File: config.mk
export PLATFORM = sky130hd
export DESIGN_NAME = pc_gen_flat
export DESIGN_NICKNAME = d
export VERILOG_FILES = /design/src/rtl/pc_gen_pkg.sv /design/src/rtl/pc_gen_if.sv /design/src/rtl/pc_gen_next_sel.sv /design/src/rtl/pc_gen.sv /design/src/flat_wrapper.sv
export SDC_FILE = /design/constraint.sdc
export NUM_CORES = 1
export LEC_CHECK = 0
export CORE_ASPECT_RATIO = 1.4
export CORE_MARGIN = 2
export CORE_UTILIZATION = 40
export CTS_CLUSTER_SIZE = 25
export DETAILED_ROUTE_END_ITERATION = 7
export PLACE_DENSITY = 0.84
export SLEW_MARGIN = 20
export SYNTH_ARGS = -nofsm -noshare
export SYNTH_HDL_FRONTEND = slang
export SYNTH_SLANG_ARGS = --single-unit
File: constraint.sdc
create_clock -name clk -period 5.5 [get_ports clk]
set_input_delay 0.825 -clock clk [delete_from_list [all_inputs] [get_ports clk]]
set_output_delay 0.825 -clock clk [all_outputs]
set_load 0.02 [all_outputs]
File: src/rtl/pc_gen_pkg.sv
// Shared types and defaults for the program counter generator.
// Optional misaligned-redirect trapping is enabled with PC_MISALIGN_TRAP_EN.
package my_pkg;

   localparam int DATA_WIDTH = 32;
   localparam logic [31:0] RESET_VECTOR = 32'h0000_1000;

   typedef enum logic [1:0] {
      RESET = 2'd0,
      RUN   = 2'd1,
      HALT  = 2'd2
   } pc_state_t;

endpackage

File: src/rtl/pc_gen_if.sv
// Fetch request handshake between the PC generator and instruction fetch.
// Width follows the PC width of the generator.
interface pc_gen_if #(
   parameter int DATA_WIDTH = 32
) ();

   logic                  fetch_valid;
   logic [DATA_WIDTH-1:0] fetch_pc;
   logic                  fetch_ready;

   modport master (
      output fetch_valid,
      output fetch_pc,
      input  fetch_ready
   );

   modport slave (
      input  fetch_valid,
      input  fetch_pc,
      output fetch_ready
   );

endinterface

File: src/rtl/pc_gen_next_sel.sv
// Next-PC and next-state priority mux for the PC generator.
// PC_MISALIGN_TRAP_EN rejects misaligned redirect targets instead of masking.
module pc_next_sel #(
   parameter int DATA_WIDTH = 32,
   parameter int PC_INCR    = 4
) (
   input  my_pkg::pc_state_t      state,
   input  logic [DATA_WIDTH-1:0]  pc,
   input  logic                   fetch_valid,
   input  logic                   fetch_ready,
   input  logic                   stall,
   input  logic                   redirect_valid,
   input  logic [DATA_WIDTH-1:0]  redirect_pc,
   input  logic                   trap_valid,
   input  logic [DATA_WIDTH-1:0]  trap_vector,
   input  logic                   halt_req,
   input  logic                   resume,
   output logic [DATA_WIDTH-1:0]  pc_nxt,
   output my_pkg::pc_state_t      state_nxt,
   output logic                   misalign_nxt
);

   import my_pkg::*;

   localparam logic [DATA_WIDTH-1:0] INCR = DATA_WIDTH'(PC_INCR);
   localparam logic [DATA_WIDTH-1:0] MASK = ~(INCR - 1'b1);

   logic accept;

   assign accept = fetch_valid && fetch_ready && !stall;

   always_comb begin
      pc_nxt       = pc;
      state_nxt    = state;
      misalign_nxt = 1'b0;
      if (trap_valid) begin
         pc_nxt    = trap_vector & MASK;
         state_nxt = RUN;
      end else begin
         unique case (state)
            RESET: state_nxt = RUN;
            RUN: begin
               if (redirect_valid) begin
`ifdef PC_MISALIGN_TRAP_EN
                  if ((redirect_pc & ~MASK) != '0) begin
                     misalign_nxt = 1'b1;
                  end else begin
                     pc_nxt = redirect_pc;
                  end
`else
                  pc_nxt = redirect_pc & MASK;
`endif
               end else if (halt_req) begin
                  state_nxt = HALT;
               end else if (accept) begin
                  pc_nxt = pc + INCR;
               end
            end
            HALT: begin
               // a simultaneous halt_req keeps the core parked
               if (resume && !halt_req) begin
                  state_nxt = RUN;
               end
            end
            default: state_nxt = RESET;
         endcase
      end
   end

endmodule

File: src/rtl/pc_gen.sv
// Program counter generator: reset/run/halt control and fetch request.
// Define PC_MISALIGN_TRAP_EN to flag misaligned redirects via misalign_exc.
module pc_gen #(
   parameter int                  DATA_WIDTH   = my_pkg::DATA_WIDTH,
   parameter logic [DATA_WIDTH-1:0] RESET_VECTOR =
      DATA_WIDTH'(my_pkg::RESET_VECTOR),
   parameter int                  PC_INCR      = 4
) (
   input  logic                  clk,
   input  logic                  rst,
   input  logic                  stall,
   input  logic                  redirect_valid,
   input  logic [DATA_WIDTH-1:0] redirect_pc,
   input  logic                  trap_valid,
   input  logic [DATA_WIDTH-1:0] trap_vector,
   input  logic                  halt_req,
   input  logic                  resume,
   pc_gen_if.master              fetch,
   output logic [DATA_WIDTH-1:0] pc_next_seq,
   output logic                  halted,
   output logic                  misalign_exc
);

   import my_pkg::*;

   pc_state_t             state;
   pc_state_t             state_nxt;
   logic [DATA_WIDTH-1:0] pc;
   logic [DATA_WIDTH-1:0] pc_nxt;
   logic                  valid;
   logic                  misalign_nxt;

   pc_next_sel #(
      .DATA_WIDTH (DATA_WIDTH),
      .PC_INCR    (PC_INCR)
   ) u_sel (
      .state          (state),
      .pc             (pc),
      .fetch_valid    (valid),
      .fetch_ready    (fetch.fetch_ready),
      .stall          (stall),
      .redirect_valid (redirect_valid),
      .redirect_pc    (redirect_pc),
      .trap_valid     (trap_valid),
      .trap_vector    (trap_vector),
      .halt_req       (halt_req),
      .resume         (resume),
      .pc_nxt         (pc_nxt),
      .state_nxt      (state_nxt),
      .misalign_nxt   (misalign_nxt)
   );

   always_ff @(posedge clk) begin
      if (rst) begin
         state        <= RESET;
         pc           <= RESET_VECTOR;
         valid        <= 1'b0;
         halted       <= 1'b0;
         misalign_exc <= 1'b0;
      end else begin
         state        <= state_nxt;
         pc           <= pc_nxt;
         valid        <= (state_nxt == RUN);
         halted       <= (state_nxt == HALT);
         misalign_exc <= misalign_nxt;
      end
   end

   assign fetch.fetch_valid = valid;
   assign fetch.fetch_pc    = pc;
   assign pc_next_seq       = pc + DATA_WIDTH'(PC_INCR);

endmodule

File: src/flat_wrapper.sv
// flat-port wrapper written by rule: the top's interface ports become plain ports
module pc_gen_flat import my_pkg::*;
#(
   parameter int                  DATA_WIDTH   = my_pkg::DATA_WIDTH,
   parameter logic [DATA_WIDTH-1:0] RESET_VECTOR =
      DATA_WIDTH'(my_pkg::RESET_VECTOR),
   parameter int                  PC_INCR      = 4
)
  (clk, rst, stall, redirect_valid, redirect_pc, trap_valid, trap_vector, halt_req, resume, pc_next_seq, halted, misalign_exc, fetch_fetch_valid, fetch_fetch_pc, fetch_fetch_ready);
  pc_gen_if #(.DATA_WIDTH(DATA_WIDTH)) fetch_i ();
  input  logic clk;
  input  logic rst;
  input  logic stall;
  input  logic redirect_valid;
  input  logic [DATA_WIDTH-1:0] redirect_pc;
  input  logic trap_valid;
  input  logic [DATA_WIDTH-1:0] trap_vector;
  input  logic halt_req;
  input  logic resume;
  output logic [DATA_WIDTH-1:0] pc_next_seq;
  output logic halted;
  output logic misalign_exc;
  output wire logic [$bits(fetch_i.fetch_valid)-1:0] fetch_fetch_valid;
  output wire logic [$bits(fetch_i.fetch_pc)-1:0] fetch_fetch_pc;
  input wire logic [$bits(fetch_i.fetch_ready)-1:0] fetch_fetch_ready;
  assign fetch_fetch_valid = fetch_i.fetch_valid;
  assign fetch_fetch_pc = fetch_i.fetch_pc;
  assign fetch_i.fetch_ready = fetch_fetch_ready;
  pc_gen #(.DATA_WIDTH(DATA_WIDTH), .RESET_VECTOR(RESET_VECTOR), .PC_INCR(PC_INCR)) u_core (.clk(clk), .rst(rst), .stall(stall), .redirect_valid(redirect_valid), .redirect_pc(redirect_pc), .trap_valid(trap_valid), .trap_vector(trap_vector), .halt_req(halt_req), .resume(resume), .fetch(fetch_i), .pc_next_seq(pc_next_seq), .halted(halted), .misalign_exc(misalign_exc));
endmodule
==> results of run 1 <==
==> metrics by stage <==
stage | area (sq um) | hold WS (ns)
3_5_place_dp | 4053 | 0.4987
6_report | 4164 | 0.5038
5_1_grt | 4164 | 0.5293
4_1_cts | 4164 | 0.5089
2_1_floorplan | 2704 | 0.5629
3_3_place_gp | 4053 | 0.4909
==> state kept, by name, summed over array words and instances, names as in the netlist <==
signal,cells
u_core.state,2
u_core.fetch.fetch_pc,32
u_core.fetch.fetch_valid,1
u_core.halted,1
==> report_power, final <==
part / internal (mW) / total, mW / switching [mW]
clock: 0.134 / 0.244 / 0.109
combinational: 0.140 / 0.270 / 0.129
sequential: 0.278 / 0.310 / 0.0315
==> worst max-delay path, cell delays in order, from the launching register on <==
cell and delay, ns:
sky130_fd_sc_hd__dfxtp_1 0.46, sky130_fd_sc_hd__ha_1 0.24, sky130_fd_sc_hd__nand3_1 0.28, sky130_fd_sc_hd__nor4_2 0.47, sky130_fd_sc_hd__nand4_1 0.25, sky130_fd_sc_hd__xnor2_1 0.19
sky130_fd_sc_hd__clkdlybuf4s50_1 0.62
==> logic make-up after synthesis <==
| logic type | Yosys count |
|---|---|
| simple gates | 136 |
| compound gates | 112 |
| buf+inv | 37 |
| flops | 36 |
| xor+xnor | 27 |
| mux | 6 |
| fa+ha+maj | 1 |
| other cells | 1 |
==> layer usage <==
metal	GRT usage, %	vias up	share of wire [%]
met4	12.59	0	3.2
met5	0	-	0
met2	48.42	199	51
li1	-	1582	-
met3	5.473	22	9.1
met1	31.43	1576	37
==> synth_stat cells (2+ instances only) <==
| cell | number |
|---|---|
| sky130_fd_sc_hd__a21oi_1 | 20 |
| sky130_fd_sc_hd__o211a_1 | 2 |
| sky130_fd_sc_hd__o21bai_1 | 4 |
| sky130_fd_sc_hd__and3_1 | 10 |
| sky130_fd_sc_hd__nor4_2 | 2 |
| sky130_fd_sc_hd__nand4_1 | 13 |
| sky130_fd_sc_hd__nor4b_1 | 2 |
| sky130_fd_sc_hd__nor3_1 | 14 |
| sky130_fd_sc_hd__a222oi_1 | 2 |
| sky130_fd_sc_hd__clkbuf_1 | 22 |
| sky130_fd_sc_hd__a2111oi_0 | 2 |
| sky130_fd_sc_hd__o31a_1 | 3 |
| sky130_fd_sc_hd__a221oi_1 | 6 |
| sky130_fd_sc_hd__mux2_2 | 4 |
| sky130_fd_sc_hd__o21ai_0 | 24 |
| sky130_fd_sc_hd__a211oi_1 | 6 |
| sky130_fd_sc_hd__a31oi_1 | 10 |
| sky130_fd_sc_hd__o22ai_1 | 2 |
| sky130_fd_sc_hd__inv_1 | 6 |
| sky130_fd_sc_hd__a21o_1 | 4 |
| sky130_fd_sc_hd__dfxtp_1 | 36 |
| sky130_fd_sc_hd__and4_1 | 6 |
| sky130_fd_sc_hd__buf_2 | 5 |
| sky130_fd_sc_hd__nand2b_1 | 4 |
| sky130_fd_sc_hd__a22o_1 | 3 |
| sky130_fd_sc_hd__o211ai_1 | 2 |
| sky130_fd_sc_hd__or4_1 | 5 |
| sky130_fd_sc_hd__xor2_1 | 6 |
| sky130_fd_sc_hd__a22oi_1 | 10 |
| sky130_fd_sc_hd__nor2_1 | 30 |
| sky130_fd_sc_hd__and2_1 | 2 |
| sky130_fd_sc_hd__o32ai_1 | 3 |
| sky130_fd_sc_hd__buf_4 | 3 |
| sky130_fd_sc_hd__mux2i_1 | 2 |
| sky130_fd_sc_hd__nand2_1 | 26 |
| sky130_fd_sc_hd__nor4_1 | 2 |
| sky130_fd_sc_hd__nand3_1 | 13 |
| sky130_fd_sc_hd__xnor2_1 | 21 |
==> cell type report <==
| cell class | count | area share (%) |
|---|---|---|
| Multi-Input combinational cell | 283 | 44.02 |
| Timing Repair Buffer | 140 | 33.23 |
| Sequential cell | 36 | 17.31 |
| Tap cell | 74 | 2.224 |
| Clock buffer | 5 | 1.653 |
| Clock inverter | 3 | 1.022 |
| Inverter | 6 | 0.5409 |
==> path summary, 6_finish.rpt <==
check        cells past startpoint  slack [ns]                        end                startpoint
min                              1        0.50   u_core.fetch.fetch_pc[1]  u_core.fetch.fetch_pc[1]
max                              6        1.87            pc_next_seq[18]  u_core.fetch.fetch_pc[2]
min reg2reg                      1        0.50   u_core.fetch.fetch_pc[1]  u_core.fetch.fetch_pc[1]
max reg2reg                      4        2.99  u_core.fetch.fetch_pc[29]           u_core.state[1]
==> flow_metrics.tcl, run 1 <==
set metrics [dict create \
    result_of_the_run "finished, final reports clean" \
    synth.ff_latch_count 36 \
    timing.final.max_slew_violations 0 \
    critPathLaunchType "flip-flop" \
    post_layout_min_period_ns 3.632 \
    slew_hr_pct 34.89 \
    synth_compound_gate_area_share_pct 28.04 \
    layout_commonest_cell "sky130_fd_sc_hd__clkdlybuf4s50_1" \
    signed_area_change_from_the_synthesized_netlist_to_the_final_layout_pct 54.00 \
    finalCritPeriodShare_pct 66.03 \
    cts_made_buffers 5 \
    tightestPinTransition_ns 0.9730 \
    max-clock-path-buffers 2 \
    tritoncts "done" \
    synth.net_count 429 \
    final.setup_skew_ns 0.01486 \
    grt_max_degree 42 \
    detail_route.vias_per_cell 6.177 \
    synthesis.area_per_instance_sq_um 7.595 \
    hold_buffers 0 \
    antenna_diode_count 0 \
    cts_num_sinks 36 \
    post_drt_wl_per_cell_microns 18.88 \
    setup_repair_after_global_routing_missed_its_margin "false" \
    yosysSeqAreaShare_pct 26.65 \
    die_ht_microns 101.3 \
    synth_fa_ha_area_share_pct 0.4627 \
    cap_violations 0 \
    top_cells_by_area_synth "sky130_fd_sc_hd__dfxtp_1 27%, sky130_fd_sc_hd__xnor2_1 6.8%, sky130_fd_sc_hd__o21ai_0 4.4%" \
    synth.area.mux_share_pct 2.406 \
    fin_ws_ns 1.868 \
    synth_simple_gate_area_share_pct 27.76 \
    hold_violations 0 \
    mostFrequentLayoutCells "133 x sky130_fd_sc_hd__clkdlybuf4s50_1, 36 x sky130_fd_sc_hd__dfxtp_1, 30 x sky130_fd_sc_hd__nor2_1" \
    multi_input_gate_area_in_the_final_layout_sq_um 1833 \
    gp_routability_congestion 0.9431 \
    yosysWarnings 0 \
    mappedNetlistArea_sq_um 2704 \
    worst_hold_path_type "flip-flop to flip-flop" \
    ctsRootBufferMaster "sky130_fd_sc_hd__clkbuf_8" \
    max_freq_mhz 275.3 \
    critPathMaxFanout 7 \
    path_clk_slew_ns 0.07 \
    fillers 579 \
    fin_total_pwr_mw 0.8231 \
    detailedPlace.worstSlack_ns 1.949 \
    final_net_count 545 \
    detail_route.first_pass.iterations 5 \
    h_tree_level_count 2 \
    xor_xnor_portion_of_the_synthesized_cell_area_pct 8.746 \
    ff_latch_area_sq_um 720.7 \
    place_hpwl_microns 7444 \
    synthDominantAreaCellType "sky130_fd_sc_hd__dfxtp_1" \
    design.core.area_sq_um 6569 \
    p_leak_nw 1.489 \
    detail_route.wirelength_microns 10330 \
    detailedRoute.firstIterationViolations 262 \
    grt_antenna_before_repair 0 \
    share_of_yosys_cell_area_claimed_by_the_top_area_cell_type_pct 26.65 \
    wire_length_of_the_first_global_routing_pass_microns 15970 \
    design.die.area_sq_um 7443 \
    setup_viol 0 \
    dominant_combinational_cell_family_by_area_after_synthesis "compound AO/OA/AOI/OAI gates" \
    setup_tns_ns 0 \
    final_layout_size_suffix_gt1_share_pct 5.285 \
    initial_utilization_pct 41.16 \
    final-instance-count-excl-fill 547 \
    num_rows 35 \
    overflow 0 \
    postSynthCellCount 356 \
    largest_voltage_drop_on_the_vdd_net_mv 0.1419 \
    floorplan.die.width_microns 73.49 \
    cts_post_setup_buffers_inserted 0 \
    async_sr_flop_fraction_pct 0 \
    count_of_different_cell_masters_after_synthesis 57 \
    p_per_area_nw_per_um2 197.7 \
    synth_ff_type "sky130_fd_sc_hd__dfxtp_1" \
    post_layout_utilization_of_the_core_pct 63.39 \
    critical_path_class "flip-flop to primary output" \
    grt_util_all_layers_pct 27.53 \
    pin_count 139 \
    clock_latency_ns 0.30 \
    worstPathArrival_ns 2.81 \
    dp.cells 539 \
    numPortBuffers 133 \
    via_count_of_the_first_global_routing_pass 3222 \
    worst_ep_required_time_ns 4.68 \
    post_cts_resized 0 \
    number_of_synthesized_flops_with_an_enable_pin 0 \
    vias 3379 \
    critPathCaptureType "primary output" \
    route.antenna.remaining_nets 0 \
    total_drc_errors_in_the_routed_layout 0 \
]
(Power assumes the default switching activity.)
==> run 2: changes to the inputs <==
--- a/config.mk
+++ b/config.mk
@@ -7,10 +7,10 @@
 export LEC_CHECK = 0
 export CORE_ASPECT_RATIO = 1.4
 export CORE_MARGIN = 2
-export CORE_UTILIZATION = 40
+export CORE_UTILIZATION = 37
 export CTS_CLUSTER_SIZE = 25
 export DETAILED_ROUTE_END_ITERATION = 7
-export PLACE_DENSITY = 0.84
+export PLACE_DENSITY = 0.82
 export SLEW_MARGIN = 20
 export SYNTH_ARGS = -nofsm -noshare
 export SYNTH_HDL_FRONTEND = slang
==> constraint.sdc (replaced) <==
create_clock -name clk -period 3.3 [get_ports clk]
set_input_delay 0.495 -clock clk [delete_from_list [all_inputs] [get_ports clk]]
set_output_delay 0.495 -clock clk [all_outputs]
set_load 0.02 [all_outputs]
==> run 2 against run 1 <==
Against the previous run:
- cell count up 5.5%
- clock skew down 0.011 ns
- non-clock buffer count up 9
- final area up 3.6%
- highest routed layer unchanged
==> flow_metrics.tcl, run 2 (synthesis results as in run 1) <==
set metrics [dict create \
    dp.cells 569 \
    worst_hold_path_type "flip-flop to flip-flop" \
    final.setup_skew_ns 0.004321 \
    result_of_the_run "finished, final reports clean" \
    tightestPinTransition_ns 0.7934 \
    cts_post_setup_buffers_inserted 0 \
    crit_chain "ha_1 > nand3_1 > nor4_2 > nand2_1 > xnor2_1 > clkdlybuf4s50_1" \
    critPathLaunchType "flip-flop" \
    detailedPlace.worstSlack_ns 0.2666 \
    num_rows 36 \
    detailedRoute.firstIterationViolations 301 \
    antenna_diode_count 0 \
    wire_length_of_the_first_global_routing_pass_microns 17260 \
    route.antenna.remaining_nets 0 \
    ff_latch_area_sq_um 720.7 \
    max-clock-path-buffers 2 \
    cap_violations 0 \
    fin_total_pwr_mw 1.410 \
    cts_made_buffers 5 \
    initial_utilization_pct 38.48 \
    final_net_count 554 \
    die_ht_microns 105.1 \
    setup_viol 0 \
    design.die.area_sq_um 8017 \
    largest_voltage_drop_on_the_vdd_net_mv 0.1980 \
    post_drt_wl_per_cell_microns 18.37 \
    detail_route.first_pass.iterations 5 \
    max_freq_mhz 311.6 \
    p_leak_nw 1.572 \
    multi_input_gate_area_in_the_final_layout_sq_um 1862 \
    slew_hr_pct 46.75 \
    ctsRootBufferMaster "sky130_fd_sc_hd__clkbuf_8" \
    p_per_area_nw_per_um2 326.7 \
    place_hpwl_microns 8058 \
    final_layout_size_suffix_gt1_share_pct 7.469 \
    layout_commonest_cell "sky130_fd_sc_hd__clkdlybuf4s50_1" \
    timing.final.max_slew_violations 0 \
    grt_antenna_before_repair 0 \
    numPortBuffers 133 \
    fillers 647 \
    signed_area_change_from_the_synthesized_netlist_to_the_final_layout_pct 59.56 \
    detail_route.wirelength_microns 10600 \
    fin_ws_ns 0.09092 \
    design_area_sq_um 4314 \
    whs_ns 0.4976 \
    via_count_of_the_first_global_routing_pass 3420 \
    worstPathArrival_ns 2.71 \
    tritoncts "done" \
    finalCritPeriodShare_pct 97.24 \
    cts_num_sinks 36 \
    critical-path-max-stage-delay_ns 0.63 \
    design.core.area_sq_um 7027 \
    gp_routability_congestion 0.8648 \
    grt_max_degree 33 \
    clock_latency_ns 0.29 \
    placedInstanceArea_sq_um 4159 \
    setup_tns_ns 0 \
    total_drc_errors_in_the_routed_layout 0 \
    vias 3427 \
    setup_repair_after_global_routing_missed_its_margin "true" \
    path_clk_slew_ns 0.07 \
    worst_ep_required_time_ns 2.80 \
    final-instance-count-excl-fill 577 \
    critical_path_class "flip-flop to primary output" \
    detail_route.vias_per_cell 5.939 \
    h_tree_level_count 2 \
    critPathSlowestCell "sky130_fd_sc_hd__clkdlybuf4s50_1" \
    hold_violations 0 \
    grt_util_all_layers_pct 26.33 \
    critPathCaptureType "primary output" \
    floorplan.die.width_microns 76.25 \
    largest_reg_flops 32 \
    post_layout_min_period_ns 3.209 \
    overflow 0 \
    critPathMaxFanout 7 \
    post_layout_utilization_of_the_core_pct 61.40 \
    pin_count 139 \
    mostFrequentLayoutCells "133 x sky130_fd_sc_hd__clkdlybuf4s50_1, 36 x sky130_fd_sc_hd__dfxtp_1, 30 x sky130_fd_sc_hd__nor2_1" \
]
[run 2: path summary, 6_finish.rpt]
kind	from	endpoint	slack, ns	cells after the start
max	u_core.fetch.fetch_pc[2]	pc_next_seq[28]	0.09	6
min reg2reg	u_core.fetch.fetch_pc[0]	u_core.fetch.fetch_pc[0]	0.50	1
min	u_core.fetch.fetch_pc[0]	u_core.fetch.fetch_pc[0]	0.50	1
max reg2reg	u_core.fetch.fetch_pc[2]	u_core.fetch.fetch_pc[30]	0.99	6
[run 2: area by class of cell]
class | instances | area share (%)
clock buffer | 7 | 2.233
timing repair buffer | 149 | 33.93
tap | 95 | 2.755
sequential | 36 | 16.71
clock inverter | 1 | 0.6961
multi-input combinational | 283 | 43.16
inverter | 6 | 0.5220
[run 2: critical path: cells and delay by family (launching register included)]
family                   cells  cell delay, ns
XOR/XNOR                     1            0.15
adder cells (fa/ha/maj)      1            0.25
flip-flops                   1            0.47
buffers and inverters        1            0.63
AND/OR/NAND/NOR              3            0.94
[run 2: routing by layer]
metal / GRT usage, % / share of wire [%] / routed length [microns]
met3: 5.181 / 6.8 / 721
met1: 30.34 / 39 / 4110
met5: 0 / 0 / 0
met2: 47.03 / 52 / 5516
met4: 10.91 / 2.4 / 250
[run 2: what timing repair did]
item / in CTS / in global routing
gates cloned: 0 / 0
gates resized for setup: 1 / 3
hold buffers: 0 / 0
setup endpoints to repair: 1 / 3
[run 2: report_power, final]
group / switching [mW] / internal [mW] / leakage [nW] / total [mW]
Combinational: 0.220 / 0.242 / 1.21 / 0.461
Sequential: 0.0533 / 0.464 / 0.297 / 0.517
Clock: 0.165 / 0.267 / 0.0645 / 0.431
Total: 0.437 / 0.972 / 1.57 / 1.41
==> run 3: changes to the inputs <==
--- a/config.mk
+++ b/config.mk
@@ -6,7 +6,7 @@
 export NUM_CORES = 1
 export LEC_CHECK = 0
 export CORE_ASPECT_RATIO = 1.4
-export CORE_MARGIN = 2
+export CORE_MARGIN = 5
 export CORE_UTILIZATION = 37
 export CTS_CLUSTER_SIZE = 25
 export DETAILED_ROUTE_END_ITERATION = 7
==> run 3 against run 2 <==
Against the previous run:
- maximum frequency up 1.7%
- clock skew is 0.0034 ns higher
- register-to-register slack better by 0.03 ns
- clock-buffer cell count shrank 1
- global-route usage down 2.9 points
- combinational power barely moved
- critical path depth did not move
- sequential power is essentially flat
- via count hardly changed
- power decreased by 6.4%
- worst setup slack better by 0.055 ns
- critical path type unchanged
- largest cell class unchanged
- largest power group unchanged
==> flow_metrics.tcl, run 3 (synthesis results as in run 1) <==
set metrics [dict create \
    grt_max_degree 28 \
    tightestPinTransition_ns 0.5946 \
    detail_route.first_pass.iterations 5 \
    slew_hr_pct 60.18 \
    gp_routability_congestion 0.8907 \
    final.setup_skew_ns 0.007727 \
    power.switching_fraction_pct 33.80 \
    route.antenna.remaining_nets 0 \
    critPathLaunchType "flip-flop" \
    largest_voltage_drop_on_the_vdd_net_mv 0.1860 \
    grt_antenna_before_repair 0 \
    critical_path_class "flip-flop to primary output" \
    numPortBuffers 133 \
    pin_count 139 \
    die_ht_microns 111.1 \
    initial_utilization_pct 37.44 \
    grt_util_all_layers_pct 23.44 \
    setup_viol 0 \
    min-delay-start "u_core.fetch.fetch_pc[0]" \
    worstPathArrival_ns 2.66 \
    detail_route.wirelength_microns 10820 \
    final_layout_size_suffix_gt1_share_pct 8.230 \
    cp-startpoint "u_core.fetch.fetch_pc[9]" \
    cts_made_buffers 5 \
    largest_reg_flops 32 \
    cts_post_setup_buffers_inserted 0 \
    ctsRootBufferMaster "sky130_fd_sc_hd__clkbuf_8" \
    critPathMaxFanout 13 \
    cap_violations 0 \
    design.die.area_sq_um 9142 \
    finalCritPeriodShare_pct 95.57 \
    wire_length_of_the_first_global_routing_pass_microns 16880 \
    path_clk_slew_ns 0.07 \
    p_per_area_nw_per_um2 307.3 \
    cts_num_sinks 36 \
    power_frac_clock_pct 25.8 \
    worst_hold_path_type "flip-flop to flip-flop" \
    vias 3428 \
    top_layer_used "met4" \
    place_hpwl_microns 8300 \
    dp.cells 575 \
    comb_power_share_pct 35.1 \
    post_layout_min_period_ns 3.154 \
    layout_commonest_cell "sky130_fd_sc_hd__clkdlybuf4s50_1" \
    h_tree_level_count 2 \
    routed-wl-met2_microns 5599 \
    design.core.area_sq_um 7222 \
    timing.final.max_slew_violations 0 \
    wl_met3_microns 880 \
    setup_repair_after_global_routing_missed_its_margin "false" \
    clock_latency_ns 0.30 \
    p_int_mw 0.8736 \
    setup_tns_ns 0 \
    tritoncts "done" \
    detail_route.vias_per_cell 5.880 \
    max-clock-path-buffers 2 \
    timing.rr.start "u_core.fetch.fetch_pc[2]" \
    total_drc_errors_in_the_routed_layout 0 \
    worst_ep_required_time_ns 2.80 \
    overflow 0 \
    seq_power_share_pct 39.1 \
    detailedRoute.firstIterationViolations 343 \
    antenna_diode_count 0 \
    mostFrequentLayoutCells "132 x sky130_fd_sc_hd__clkdlybuf4s50_1, 36 x sky130_fd_sc_hd__dfxtp_1, 30 x sky130_fd_sc_hd__nor2_1" \
    power_switching_mw 0.4460 \
    post_drt_wl_per_cell_microns 18.55 \
    num_rows 37 \
    signed_area_change_from_the_synthesized_netlist_to_the_final_layout_pct 58.82 \
    max_freq_mhz 317.1 \
    final_net_count 558 \
    p_leak_nw 1.584 \
    hold_violations 0 \
    routed_metal_1_wire_length_microns 3980 \
    hold_buffers 0 \
    via_count_of_the_first_global_routing_pass 3527 \
    result_of_the_run "finished, final reports clean" \
    critPathCaptureType "primary output" \
    floorplan.die.width_microns 82.25 \
    final-instance-count-excl-fill 583 \
]
run 3: through the flow:
step / instance area, sq um / setup WS [ns] / power [mW] / hold WS, ns / util (%)
after floorplan: 2704 / 0.8015 / 0.7350 / 0.5629 / -
after global routing: 4294 / 0.01111 / 1.380 / 0.5154 / 59.46
after global placement: 4179 / 0.3629 / 0.9761 / 0.4946 / 57.87
final: 4294 / 0.1461 / 1.320 / 0.5048 / 59.46
after CTS: 4280 / 0.06316 / 1.320 / 0.5093 / 59.27
after detailed placement: 4179 / 0.3385 / 0.9837 / 0.4985 / 57.87
run 3: critical path, stage by stage, from the launching register on:
cell	delay [ns]
sky130_fd_sc_hd__dfxtp_1	0.50
sky130_fd_sc_hd__nand4_2	0.28
sky130_fd_sc_hd__nor4_2	0.31
sky130_fd_sc_hd__buf_4	0.24
sky130_fd_sc_hd__nand4_1	0.16
sky130_fd_sc_hd__xnor2_1	0.23
sky130_fd_sc_hd__clkdlybuf4s50_1	0.65
run 3: repair_timing:
| action | CTS | global route |
|---|---|---|
| pin swaps | 0 | 1 |
| resized for setup | 1 | 3 |
| endpoints found under the setup margin | 1 | 2 |
| cloned | 0 | 0 |
run 3: path summary, 6_finish.rpt:
check	cells after the start	end	slack, ns
hold / removal	1	u_core.fetch.fetch_pc[0]	0.50
hold reg to reg	1	u_core.fetch.fetch_pc[0]	0.50
setup reg to reg	6	u_core.fetch.fetch_pc[30]	1.02
setup / recovery	6	pc_next_seq[27]	0.15
run 3: final cells by class:
type / instances / area [sq um]
fill: 666 / 2928
multi-input combinational: 283 / 1853
timing repair buffer: 153 / 1484
sequential: 36 / 720.7
tap: 97 / 121.4
clock buffer: 6 / 82.58
inverter: 6 / 22.52
clock inverter: 2 / 10.01
run 3: power by group through the flow:
stage | logic, mW | clock network (mW) | registers [mW]
floorplan | 0.194 | 0 | 0.541
global placement | 0.454 | 0 | 0.522
detailed placement | 0.460 | 0 | 0.524
CTS | 0.462 | 0.343 | 0.514
global route | 0.492 | 0.365 | 0.523
finish | 0.463 | 0.341 | 0.516
run 3: per-layer routing:
layer	global-route usage [%]	vias to the layer above
met5	0	-
met4	11.20	0
met3	5.203	26
met2	41.22	179
met1	25.45	1614
li1	-	1609
